==> src/rtl/output_deskew.sv <==
// Output deskew for the systolic array: lane k is delayed LANES-1-k extra cycles so each row leaves as one aligned beat.
// Optional build macro DESKEW_ZERO_FILL_EN: lanes whose aligned valid bit is low drive zeros on data_out.
module output_deskew #(
   parameter int LANES = 4,
   parameter int DW    = 32,
   parameter int CW    = 16
) (
   input  logic                clk,
   input  logic                rst,
   input  logic [LANES-1:0]    in_valid,
   input  logic [LANES*DW-1:0] data_in,
   input  logic                start,
   input  logic [CW-1:0]       row_total,
   output logic [LANES*DW-1:0] data_out,
   output logic                out_valid,
   output logic                done,
   output logic                busy,
   output logic                skew_err,
   output logic [CW-1:0]       row_count
);

   typedef enum logic {IDLE = 1'b0, RUN = 1'b1} state_t;

   logic [LANES*DW-1:0] al_data;
   logic [LANES-1:0]    av;
   logic [LANES*DW-1:0] dout_q, dout_d;
   logic                ovld_q;
   state_t              state_q, state_d;
   logic [CW-1:0]       cnt_q, cnt_d;
   logic [CW-1:0]       total_q, total_d;
   logic                done_q, done_d;
   logic                err_q, err_d;
   logic                mis;

   for (genvar k = 0; k < LANES; k++) begin : g_lane
      localparam int D = LANES - 1 - k;
      logic [DW-1:0] lane_in;
      assign lane_in = data_in[(LANES-k)*DW-1 -: DW];

      if (D == 0) begin : g_direct
         assign al_data[(LANES-k)*DW-1 -: DW] = lane_in;
         assign av[k] = in_valid[k];
      end else begin : g_chain
         logic [DW-1:0] dat_q [D];
         logic [D-1:0]  vld_q;

         always_ff @(posedge clk or posedge rst) begin
            if (rst) begin
               for (int i = 0; i < D; i++) dat_q[i] <= '0;
               vld_q <= '0;
            end else begin
               dat_q[0] <= lane_in;
               vld_q[0] <= in_valid[k];
               for (int i = 1; i < D; i++) begin
                  dat_q[i] <= dat_q[i-1];
                  vld_q[i] <= vld_q[i-1];
               end
            end
         end

         assign al_data[(LANES-k)*DW-1 -: DW] = dat_q[D-1];
         assign av[k] = vld_q[D-1];
      end
   end

   always_comb begin
      dout_d = al_data;
`ifdef DESKEW_ZERO_FILL_EN
      for (int k = 0; k < LANES; k++)
         if (!av[k]) dout_d[(LANES-k)*DW-1 -: DW] = '0;
`endif
   end

   // A partially valid aligned vector means the upstream skew was broken for this row.
   assign mis   = (av != '0) && (av != '1);
   assign err_d = start ? 1'b0 : (err_q | mis);

   always_comb begin
      state_d = state_q;
      cnt_d   = cnt_q;
      total_d = total_q;
      done_d  = 1'b0;
      case (state_q)
         IDLE: begin
            if (start) begin
               if (row_total == '0) begin
                  done_d = 1'b1;
               end else begin
                  total_d = row_total;
                  cnt_d   = '0;
                  state_d = RUN;
               end
            end
         end
         RUN: begin
            // A restart takes precedence over a final beat landing in the same cycle.
            if (start) begin
               total_d = row_total;
               cnt_d   = '0;
               if (row_total == '0) begin
                  done_d  = 1'b1;
                  state_d = IDLE;
               end
            end else if (ovld_q) begin
               cnt_d = cnt_q + CW'(1);
               if (cnt_d == total_q) begin
                  done_d  = 1'b1;
                  state_d = IDLE;
               end
            end
         end
         default: state_d = IDLE;
      endcase
   end

   always_ff @(posedge clk or posedge rst) begin
      if (rst) begin
         dout_q  <= '0;
         ovld_q  <= 1'b0;
         state_q <= IDLE;
         cnt_q   <= '0;
         total_q <= '0;
         done_q  <= 1'b0;
         err_q   <= 1'b0;
      end else begin
         dout_q  <= dout_d;
         ovld_q  <= &av;
         state_q <= state_d;
         cnt_q   <= cnt_d;
         total_q <= total_d;
         done_q  <= done_d;
         err_q   <= err_d;
      end
   end

   assign data_out  = dout_q;
   assign out_valid = ovld_q;
   assign done      = done_q;
   assign busy      = (state_q == RUN);
   assign skew_err  = err_q;
   assign row_count = cnt_q;

endmodule

==> config.mk <==
export PLATFORM = sky130hd
export DESIGN_NAME = output_deskew
export DESIGN_NICKNAME = d
export VERILOG_FILES = /design/src/rtl/output_deskew.sv
export SDC_FILE = /design/constraint.sdc
export NUM_CORES = 1
export LEC_CHECK = 0
export CORE_MARGIN = 4
export CORE_UTILIZATION = 39
export CTS_CLUSTER_SIZE = 8
export DETAILED_ROUTE_END_ITERATION = 16
export GPL_ROUTABILITY_DRIVEN = 0
export GPL_TIMING_DRIVEN = 1
export PLACE_DENSITY = 0.78
export SLEW_MARGIN = 0
export SYNTH_ARGS = -nofsm -noshare
export SYNTH_HDL_FRONTEND = slang
export SYNTH_SLANG_ARGS = --single-unit
==> constraint.sdc <==
create_clock -name clk -period 12.3 [get_ports clk]
set_clock_uncertainty 0.1 [all_clocks]
set_input_delay 1.845 -clock clk [delete_from_list [all_inputs] [get_ports clk]]
set_output_delay 1.845 -clock clk [all_outputs]
set_load 0.01 [all_outputs]
======== Yosys cells after proc, flatten, opt, wreduce, memory -nomap -nowiden ========
Cells that the tools add are included.
cells by class
  add/subtract/negate cells ............... 1
  equal/unequal tests ..................... 6
  muxes and demuxes ....................... 22
  bitwise gates (word level) .............. 2
  reductions and logical operators ........ 6
operators by type and width
  operator                 number
  $mux W16                 7
  $pmux W16 S2             2
  $add A16 B1 Y16 const B  1
  $eq A16 B16 Y1           1
  $logic_not A16 Y1        1
  $mux W1                  11
  $ne A2 B2 Y1 const B     3
  $reduce_and A3 Y1        2
  $ne A4 B4 Y1 const B     1
  $pmux W1 S2              2
  $reduce_and A4 Y1        1
  $reduce_bool A4 Y1       1
  $ne A3 B3 Y1 const B     1
  $logic_and A1 B1 Y1      1
  $not A1 Y1               1
  $or A1 B1 Y1             1
word-level totals
  bits in registers ....................... 362
  logic and storage cells ................. 53

======== Logic depth before layout (Yosys ltp) ========
Gate-level depths: netlist of the first run.
  depth after elaboration ................. 6
  depth in mapped cells ................... 8
  gate-level depth less buffers ........... 7

======== Worst setup path before layout of the first run ========
No wires, ideal clock.
  path kind ............................... input-to-reg
  start ................................... input row_total[2]
  end ..................................... register total_q[0]
  library setup time ...................... 125 ps
  arrival time ............................ 3322 ps
  required time ........................... 12075 ps
  path slack .............................. 8753 ps
  stages on the path ...................... 5
  buffers on the path ..................... 1
  cells stage by stage .................... nor4_1 -> nand4_1 -> o21ai_1 -> buf_2 -> mux2_2
between the ends
  word-level cells in the longest chain between the ends .. 3
ends and longest elaborated chain
  element                             RTL line  text
  from (decl)                         13        input logic [CW-1:0] row_total,
  $logic_not A16 Y1                   86        if (row_total == '0) begin
  $ne A2 B2 Y1 (no source line)       n/a
  $reduce_and A3 Y1 (no source line)  n/a
  to (signal assigned)                130       total_q <= total_d;
  to (decl)                           30        logic [CW-1:0] total_q, total_d;
Every way passes these cells.
A chain may end at the register's enable or synchronous reset.

==> impl_results.md, run 1 <==
- Max H-tree Level: 2
- Synth Area in XOR/XNOR: 1.35%
- Worst hold start: al_data[117]
- FF-to-FF End: busy
- Vias post-DR: approximately 5800
- Fin crit share: 34.9%
- Antenna violations before repair: 1
- Worst path cell trace: clkdlybuf4s50_1, inv_8, buf_4, buf_4
- Detailed placer's ending HPWL: ~15000 microns
- CP max stage delay: 0.85 ns
- DRT Pass-1 Iters: 4
- DR DRC count: 0
- Die height: 171 microns
- EDFF count, synth: 0
- Slew Limit Fails: 0
- Worst-Skew Late Latency: 0.54 ns
- Avg Inst Size Synth: 18.7 sq um
- Vias in the first global route: 6356
- Number of I/O pins: 299
- Max-slew headroom: 36.3%
- Setup slack, reg-to-reg: 9.11 ns
- Nets: 1050
- Share of layout cells above drive strength 1: between 10% and 20%
- Seq/Total Area, Yosys: 87.5%
- Clk root buf: clkbuf_16
- Mean routed wirelength per cell: 18.1 microns
- Hold EP: data_out[117]
- CTS Buf Count: between 50 and 60
- Row count: 59
- Placed cell count: 1180
- Largest net degree at the start of global routing: ~140
- Die ar.: 29200 sq um
- Core Area: 26100 sq um
- PortBufs: 298
- Fin Setup TNS: 0 ns
- Startpoint types: input port
- Number of vias per cell: approximately 4.6
- Post-CTS setup buffers: 0
- Tot Pwr: 2.62 mW
- RSZ-0062 raised after global routing: false
- Slew @ Worst Pin: 0.955 ns
- Max Root-Sink Buffers: 3
- Area grow syn2layout: 45.8%
- Crit path kind: input port to async pin
- Hold slack: between 0.2 and 0.25 ns
- Main combinational cell family by area after synthesis: simple AND/OR/NAND/NOR gates
- Arr. time, crit path: 4.71 ns
- Power density over the cells: approximately 170 nW/um^2
- Syn_nets: roughly 710
- Sink Count: 362
- Drt total wl: roughly 22000 microns
- Final setup violation count: 0
- # hold bufs at CTS: 0
- Detail Route Antenna Nets: 0
- Crit path time final: ~4.3 ns
- Max IR drop VDD: around 160 uV
- R2R cell count: 7
- Worst Hold Depth: 0
- Final Hold Viols: 0
- Hold Path Class: flip-flop to flip-flop
- Status: complete, no violations
- Finished Core Util: 57.9%
- Overall Global Routing Usage: 15.5%
- Compound-cell area share of the yosys netlist: approximately 3.5%
- Post-synthesis simple-gate area fraction: 4.94%
- First-pass GRT wire length: roughly 35000 microns
- Maximum clock frequency: 233 MHz
- Leak Pwr: 6.49 nW
- Synth warn: 0
- Global route total overflow: 0
- CP Max Fanout: 136
- Data required time of the worst path: 12.72 ns
- Post-synthesis mux area share: under 10%
- Diodes inserted: 0
- Crit path capture type: async pin
- Synth cell types: 49
- FF-to-FF Start: row_count[0]
- Asr flop ratio synth: 100%
- Most used DFF post-synth: dfrtp_1
- Post-Synth Adder-Cell Area: 0.121%
- Post-Syn Instances: 555
- Clk slew on worst S/H paths: 0.05 ns
- CTS tree: done
- Fin cells: 1238
- Netlist Area Pre-Place: 10400 sq um
- Die W: around 170 microns
- Slowest CP cell: buf_4
- Initial DRC count: 288
- MaxCap Viol Count: 0
- Initial Util: between 30% and 40%
- Most used cell along the critical path: buf_4
- Cts repair resizes: 0
- FF+latch count, synth: 362
flip-flops by register name, indices dropped and copies added, names as in the netlist, 6 cells and up:
register / flops
g_lane.g_chain.dat_q: 128
total_q: 16
g_lane.g_chain.vld_q: 6
row_count: 16
data_out: 128
al_data: 64
cells by family (layout without fill, tap and decap cells):
kind of cell / count (synthesis) / in the layout
flops: 362 / 362
simple gates: 87 / 87
compound gates: 55 / 55
mux: 18 / 18
xor+xnor: 16 / 16
buf+inv: 16 / 364
fa+ha+maj: 1 / 1
metal layers:
metal | GRT usage, % | up-vias | wire length [microns]
li1 | - | 2533 | -
met1 | 17.7 | 2869 | 8050
met2 | 25.8 | 293 | 11100
met3 | 7.26 | 54 | 2560
met4 | 5.55 | 2 | 695
met5 | 0 | - | 13
Yosys cell counts (2+ instances only):
| cell | count | area share [%] |
|---|---|---|
| clkbuf_1 | 4 | 0.14 |
| inv_1 | 4 | 0.14 |
| dfrtp_1 | 362 | 87 |
| a31oi_1 | 2 | 0.12 |
| nand4_1 | 5 | 0.30 |
| nor3_1 | 3 | 0.14 |
| o31ai_1 | 5 | 0.36 |
| mux2_2 | 18 | 2.0 |
| o311ai_0 | 2 | 0.17 |
| buf_2 | 7 | 0.34 |
| o22ai_1 | 2 | 0.12 |
| nand2_1 | 18 | 0.65 |
| xor2_1 | 5 | 0.42 |
| a21boi_0 | 2 | 0.14 |
| nor2b_1 | 4 | 0.24 |
| nand4_4 | 2 | 0.41 |
| xnor2_1 | 11 | 0.93 |
| nor4_1 | 9 | 0.54 |
| nor2_1 | 21 | 0.76 |
| o21ai_0 | 25 | 1.2 |
| a21oi_1 | 5 | 0.24 |
| or3_1 | 2 | 0.12 |
| o41ai_1 | 4 | 0.34 |
| nand3_1 | 7 | 0.34 |
| or2_2 | 2 | 0.12 |
critical path, delay by kind of cell:
kind     cells  cell delay, ns
buf+inv      4            2.71
metrics by stage:
stage               cell area [sq um]  setup slack, ns
floorplan                       10400            0.308
global placement                13700             7.29
detailed placement              13700             7.24
CTS                             15100             7.82
global route                    15100             7.50
finish                          15100             8.01
how the worst max path moves through the flow:
stage | cells after the start | from | endpoint | slack [ns]
after global placement | 4 | rst | data_out[0] | 7.29
after floorplan | 1 | rst | al_data[100] | 0.31
final | 4 | rst | data_out[96] | 8.01
after detailed placement | 4 | rst | data_out[0] | 7.24
after global routing | 4 | rst | data_out[96] | 7.50
after CTS | 4 | rst | data_out[106] | 7.82
power by group:
part           internal, mW  switching, mW  total (mW)  leakage (nW)
sequential             1.25         0.0226        1.28          4.26
combinational        0.0919         0.0646       0.157          1.57
clock                 0.730          0.455        1.19         0.661
total                  2.08          0.542        2.62          6.49
cells in the final DEF (no fill, tap or decap), types with 2 or more instances in the layout:
master / count
a21boi_0: 2
or3_1: 2
clkbuf_1: 3
a21oi_1: 5
inv_1: 3
nand4_1: 5
buf_4: 4
nor3_1: 3
mux2_2: 18
nand3_1: 7
o31ai_1: 5
nand2_1: 18
o41ai_1: 4
nor4_1: 9
or2_2: 2
nor2_1: 21
nor2b_1: 4
dfrtp_1: 362
o311ai_0: 2
a31oi_1: 2
nand4_4: 2
clkdlybuf4s50_1: 298
o21ai_0: 25
xor2_1: 5
o22ai_1: 2
clkbuf_16: 51
xnor2_1: 11
clkinv_8: 2
final cells by class:
class	instances	area [sq um]
clock buffer	54	1290
clock inverter	4	67.6
fill	1945	11000
inverter	4	22.5
multi-input combinational	177	1220
sequential	362	9060
tap	335	419
timing repair buffer	302	3010
(Power assumes the default switching activity.)
==> run 2: changes to the inputs <==
PLACE_DENSITY = 0.76   (was 0.78)
clock period = 4.07 ns   (was 12.3 ns; I/O delays follow)
==> run 2 against run 1 <==
  * Sequential share of layout area is 0.73 points lower
  * Total power grew to 3.1 times the previous value
  * Core utilization is 0.71 points higher
  * Design area is 1.2% higher
  * Setup slack worse by 6.9 ns
  * Global-route usage is 1.0 points higher
  * First-iteration DRC count is 92% higher
  * Sequential cell count stayed put
  * Sequential power grew to 3.0 times the previous value
  * Largest power group unchanged
  * Highest routed layer unchanged
==> impl_results.md, run 2 (synthesis gave the netlist of run 1 again) <==
- Max H-tree Level: 2
- Power density over the cells: 523 nW/um^2
- Worst path cell trace: ha_1, nand3_2, nor4_1, mux2_2, a2111oi_2, nand4_1, a22o_1
- Global route total overflow: 0
- CP startpoint: row_count[0]
- Clk slew on worst S/H paths: 0.05 ns
- Crit path capture type: flip-flop
- Overall Global Routing Usage: 16.5%
- Share of layout cells above drive strength 1: 11.5%
- CTS Buf Count: 51
- Fin Setup TNS: 0 ns
- Arr. time, crit path: 3.28 ns
- Detail Route Antenna Nets: 0
- FF-to-FF End: busy
- Slew Limit Fails: 0
- Slew @ Worst Pin: slightly above 1 ns
- First-pass GRT wire length: 37000 microns
- Worst-Skew Late Latency: 0.54 ns
- Area of the multi-input gates: 1220 sq um
- FF+latch area: 9060 sq um
- MaxCap Viol Count: 0
- Most frequent cells in the layout: 362 x dfrtp_1, 298 x clkdlybuf4s50_1, 51 x clkbuf_16, 25 x o21ai_0, 21 x nor2_1
- Core Area: 26100 sq um
- Leak Pwr: 6.59 nW
- Initial Util: about two fifths
- Crit path time final: ~3 ns
- Fillcell total: approximately 1900
- Max Root-Sink Buffers: 3
- Worst hold start: g_lane[1].g_chain.dat_q[34]
- Final setup violation count: 0
- RSZ-0062 raised after global routing: false
- Final Worst Setup Slack: between 1 and 1.5 ns
- DRT Pass-1 Iters: 5
- Number of vias per cell: 4.72
- Final Hold Viols: 0
- Detailed placer's ending HPWL: 16200 microns
- Nets: 1064
- FF-to-FF Start: row_count[0]
- CP Max Fanout: 10
- Vias in the first global route: 6452
- Crit path kind: flip-flop to flip-flop
- Hold slack: 0.223 ns
- Placed cell area: 13900 sq um
- Clk root buf: clkbuf_16
- Row count: 59
- DR DRC count: 0
- Finished Core Util: 58.6%
- Hold Path Class: flip-flop to flip-flop
- Max-slew headroom: 31.9%
- Status: complete, no violations
- Die ar.: 29200 sq um
- Slowest CP cell: nor4_1
- CTS tree: done
- Number of I/O pins: 299
- Initial DRC count: 553
- Drt total wl: 23800 microns
- Area grow syn2layout: 47.6%
- Largest net degree at the start of global routing: 56
- Worst Hold Depth: 0
- DP Worst Slack: 0.981 ns
- Diodes inserted: 0
- Setup slack, reg-to-reg: 1.09 ns
- Die height: 171 microns
- Cts repair resizes: 0
- Commonest non-fill, non-tap cell in the layout: dfrtp_1
- Vias post-DR: 5905
- # hold bufs at CTS: 0
- Hold EP: al_data[66]
- CP max stage delay: 0.63 ns
- PortBufs: 298
- Startpoint types: flip-flop
- R2R cell count: 7
- Antenna violations before repair: 1
- Sink Count: 362
- Data required time of the worst path: ~4.4 ns
- Final non-filler cell area: 15300 sq um
- Die W: 171 microns
- Max IR drop VDD: 513 uV
- Post-CTS setup buffers: 0
- Fin crit share: 73.2%
- Maximum clock frequency: 335 MHz
- Mean routed wirelength per cell: 19.0 microns
-- run 2: cell type report --
class                      instances  share of cell area (%)
sequential                       362                    59.3
timing repair buffer             316                    20.8
clock buffer                      53                    8.40
multi-input combinational        177                    8.02
tap                              335                    2.74
clock inverter                     4                   0.606
inverter                           4                   0.123
-- run 2: worst max-delay path: cells and delay by family, from the launching register on --
kind            cells  cell delay (ns)
simple gates        3             1.04
flops               1             0.49
compound gates      2             0.47
mux                 1             0.42
fa+ha+maj           1             0.35
-- run 2: worst max path at each step --
stage                    to  slack [ns]
2_1_floorplan  al_data[100]       -1.49
3_3_place_gp   row_count[8]        1.05
3_5_place_dp   row_count[6]        0.98
4_1_cts                busy        1.13
5_1_grt                busy        0.84
6_report               busy        1.09
-- run 2: per-stage QoR --
step	cells	total power [mW]
6_report	1251	7.99
3_5_place_dp	1194	4.42
2_1_floorplan	555	4.05
4_1_cts	1251	8.12
3_3_place_gp	1194	4.40
5_1_grt	1251	8.33
-- run 2: where the power goes --
part	leakage [nW]	total [mW]	switching, mW	internal (mW)
Combinational	1.66	0.496	0.203	0.293
Sequential	4.26	3.86	0.0693	3.79
Clock	0.670	3.64	1.37	2.27
Total	6.59	7.99	1.64	6.35
-- run 2: routing by layer --
metal / GRT usage [%] / up-vias / share of wire, %
met1: 19.1 / 2987 / 35
li1: - / 2560 / -
met4: 4.20 / 2 / 1.7
met2: 28.2 / 310 / 51
met3: 7.72 / 46 / 12
met5: 0 / - / 0.029
==> run 3: changes to the inputs <==
PLACE_DENSITY = 0.78   (was 0.76)
clock period = 2.7 ns   (was 4.07 ns; I/O delays follow)
==> run 3 against run 2 <==
  * Sequential share of layout area fell by 0.092 points
  * Global-route usage fell by 0.24 points
  * Non-clock buffer count rose by 2
  * Final cell count rose by 0.24%
  * Sequential cell count did not move
  * Critical path depth fell by 1
  * Wire length fell by 0.85%
  * First-iteration DRC count fell by 39%
  * Via count fell by 1.2%
==> impl_results.md, run 3 (synthesis gave the netlist of run 1 again) <==
- Status: complete, no violations
- FF+latch area: slightly above 9000 sq um
- Net Switching: 2.51 mW
- Die W: 171 microns
- CP Max Fanout: 10
- CTS Buf Count: 51
- Most frequent cells in the layout: 362 x dfrtp_1, 298 x clkdlybuf4s50_1, 51 x clkbuf_16, 25 x o21ai_0, 21 x nor2_1
- Clock power share: 45.6%
- Overall Global Routing Usage: 16.3%
- Data required time of the worst path: 2.99 ns
- Setup slack, reg-to-reg: between 0.1 and 0.15 ns
- Final Hold Viols: 0
- Arr. time, crit path: 2.84 ns
- RSZ-0062 raised after global routing: false
- Detailed placer's ending HPWL: around 17000 microns
- Mean routed wirelength per cell: between 15 and 20 microns
- Final non-filler cell area: approximately 15000 sq um
- CP max stage delay: 0.56 ns
- Startpoint types: flip-flop
- Crit path kind: flip-flop to flip-flop
- Cell family with most CP delay: simple AND/OR/NAND/NOR gates
- Commonest non-fill, non-tap cell in the layout: dfrtp_1
- Vias in the first global route: around 6700
- Count of buffer and inverter cells on the critical path: 0
- CTS tree: done
- Nets: between 1000 and 1500
- Largest net degree at the start of global routing: roughly 120
- First-pass GRT wire length: 36200 microns
- Slew Limit Fails: 0
- P_int: 9.55 mW
- Diodes inserted: 0
- # hold bufs at CTS: 0
- Crit path time final: 2.55 ns
- Detail Route Antenna Nets: 0
- DP Worst Slack: 0.166 ns
- Power density over the cells: 788 nW/um^2
- Placed cell area: 13900 sq um
- Worst-Skew Late Latency: around 0.56 ns
- Core Area: 26100 sq um
- Placed cell count: 1196
- FF-to-FF Start: row_count[4]
- Share of layout cells above drive strength 1: 11.8%
- Crit path capture type: flip-flop
- Global route total overflow: 0
- Vias post-DR: 5835
- Max Root-Sink Buffers: 3
- DRT Pass-1 Iters: 4
- Slowest CP cell: dfrtp_1
- Drt total wl: 23600 microns
- Row count: just under 60
- Post-CTS setup buffers: 0
- Die height: approximately 170 microns
- DR DRC count: 0
- Maximum clock frequency: just under 400 MHz
- Clk slew on worst S/H paths: 0.05 ns
- Antenna violations before repair: 1
- Number of vias per cell: ~4.7
- Final setup violation count: 0
- Leak Pwr: approximately 6.6 nW
- Max-slew headroom: roughly three fifths
- Fillcell total: just under 2000
- Area of the multi-input gates: approximately 1200 sq um
- CP startpoint: row_count[4]
- Worst path cell trace: nand4_2, nor4_1, mux2_2, a2111oi_2, nand4_1, a22o_1
- Slew @ Worst Pin: 0.613 ns
- MaxCap Viol Count: 0
- Max H-tree Level: 2
- Hold Path Class: input port to flip-flop
- Flop pwr share: 48.3%
- Clk root buf: clkbuf_16
- Switching Share: 20.8%
- Number of I/O pins: between 200 and 300
- Initial Util: 39.7%
- Worst path depth: 6
- Initial DRC count: 336
- Setup crit end: busy
- R2R cell count: 6
- Fin cells: 1254
- PortBufs: between 200 and 300
- Area grow syn2layout: 47.8%
- Die ar.: 29200 sq um
- Fin crit share: 94.5%
- Final Worst Setup Slack: between 0.1 and 0.15 ns
- FF-to-FF End: busy
- Max IR drop VDD: 598 uV
- Logic pwr share: 6.1%
- Sink Count: roughly 360
==> run 3: metal layers <==
metal	track usage, %	part of all wire (%)	vias to the layer above
met5	0	0.055	-
met4	6.23	3.0	2
met3	7.83	12	59
met2	27.8	51	313
met1	17.7	34	2898
li1	-	-	2563
==> run 3: cell type report <==
cell class	instances	area share (%)
flip-flops and latches	362	59.2
inverters	4	0.123
multi-input cells	177	8.05
repair buffers	318	20.8
clock buffers	55	8.57
well taps	335	2.74
clock inverters	3	0.523
==> run 3: worst min-delay path by stage <==
stage                                      from                     endpoint  slack [ns]  cells past startpoint
global placement    g_lane[1].g_chain.dat_q[56]                  al_data[88]        0.23                      0
detailed placement  g_lane[0].g_chain.dat_q[41]                 al_data[105]        0.23                      0
global route                        data_in[97]  g_lane[0].g_chain.dat_q[65]        0.14                      1
CTS                                 data_in[97]  g_lane[0].g_chain.dat_q[65]        0.15                      1
floorplan           g_lane[0].g_chain.dat_q[36]                 al_data[100]        0.23                      0
finish                             data_in[103]  g_lane[0].g_chain.dat_q[71]        0.18                      1
==> run 3: power by group through the flow <==
stage / clock (mW) / combinational, mW / sequential (mW)
finish: 5.50 / 0.740 / 5.82
global route: 5.95 / 0.800 / 5.84
CTS: 5.67 / 0.758 / 5.82
detailed placement: 0 / 0.751 / 5.90
global placement: 0 / 0.740 / 5.88
floorplan: 0 / 0.176 / 5.93
==> run 3: timing repair <==
item                       4_1_cts  5_1_grt
gates resized for setup          0        1
setup endpoints to repair        0        1
hold endpoints to repair         0        0
==> run 3: worst register-to-register path, stage by stage (launching register included) <==
cell       delay (ns)
dfrtp_1          0.56
nand4_2          0.30
nor4_1           0.37
mux2_2           0.39
a2111oi_2        0.26
nand4_1          0.18
a22o_1           0.27
==> run 3: per-stage QoR <==
stage	util, %	power, mW	hold WS, ns	setup TNS [ns]
after floorplan	-	6.10	0.231	-962.65
after global placement	53.4	6.62	0.232	0
after detailed placement	53.4	6.65	0.235	0
after CTS	58.7	12.3	0.148	0
after global routing	58.7	12.6	0.144	0
final	58.7	12.1	0.185	0
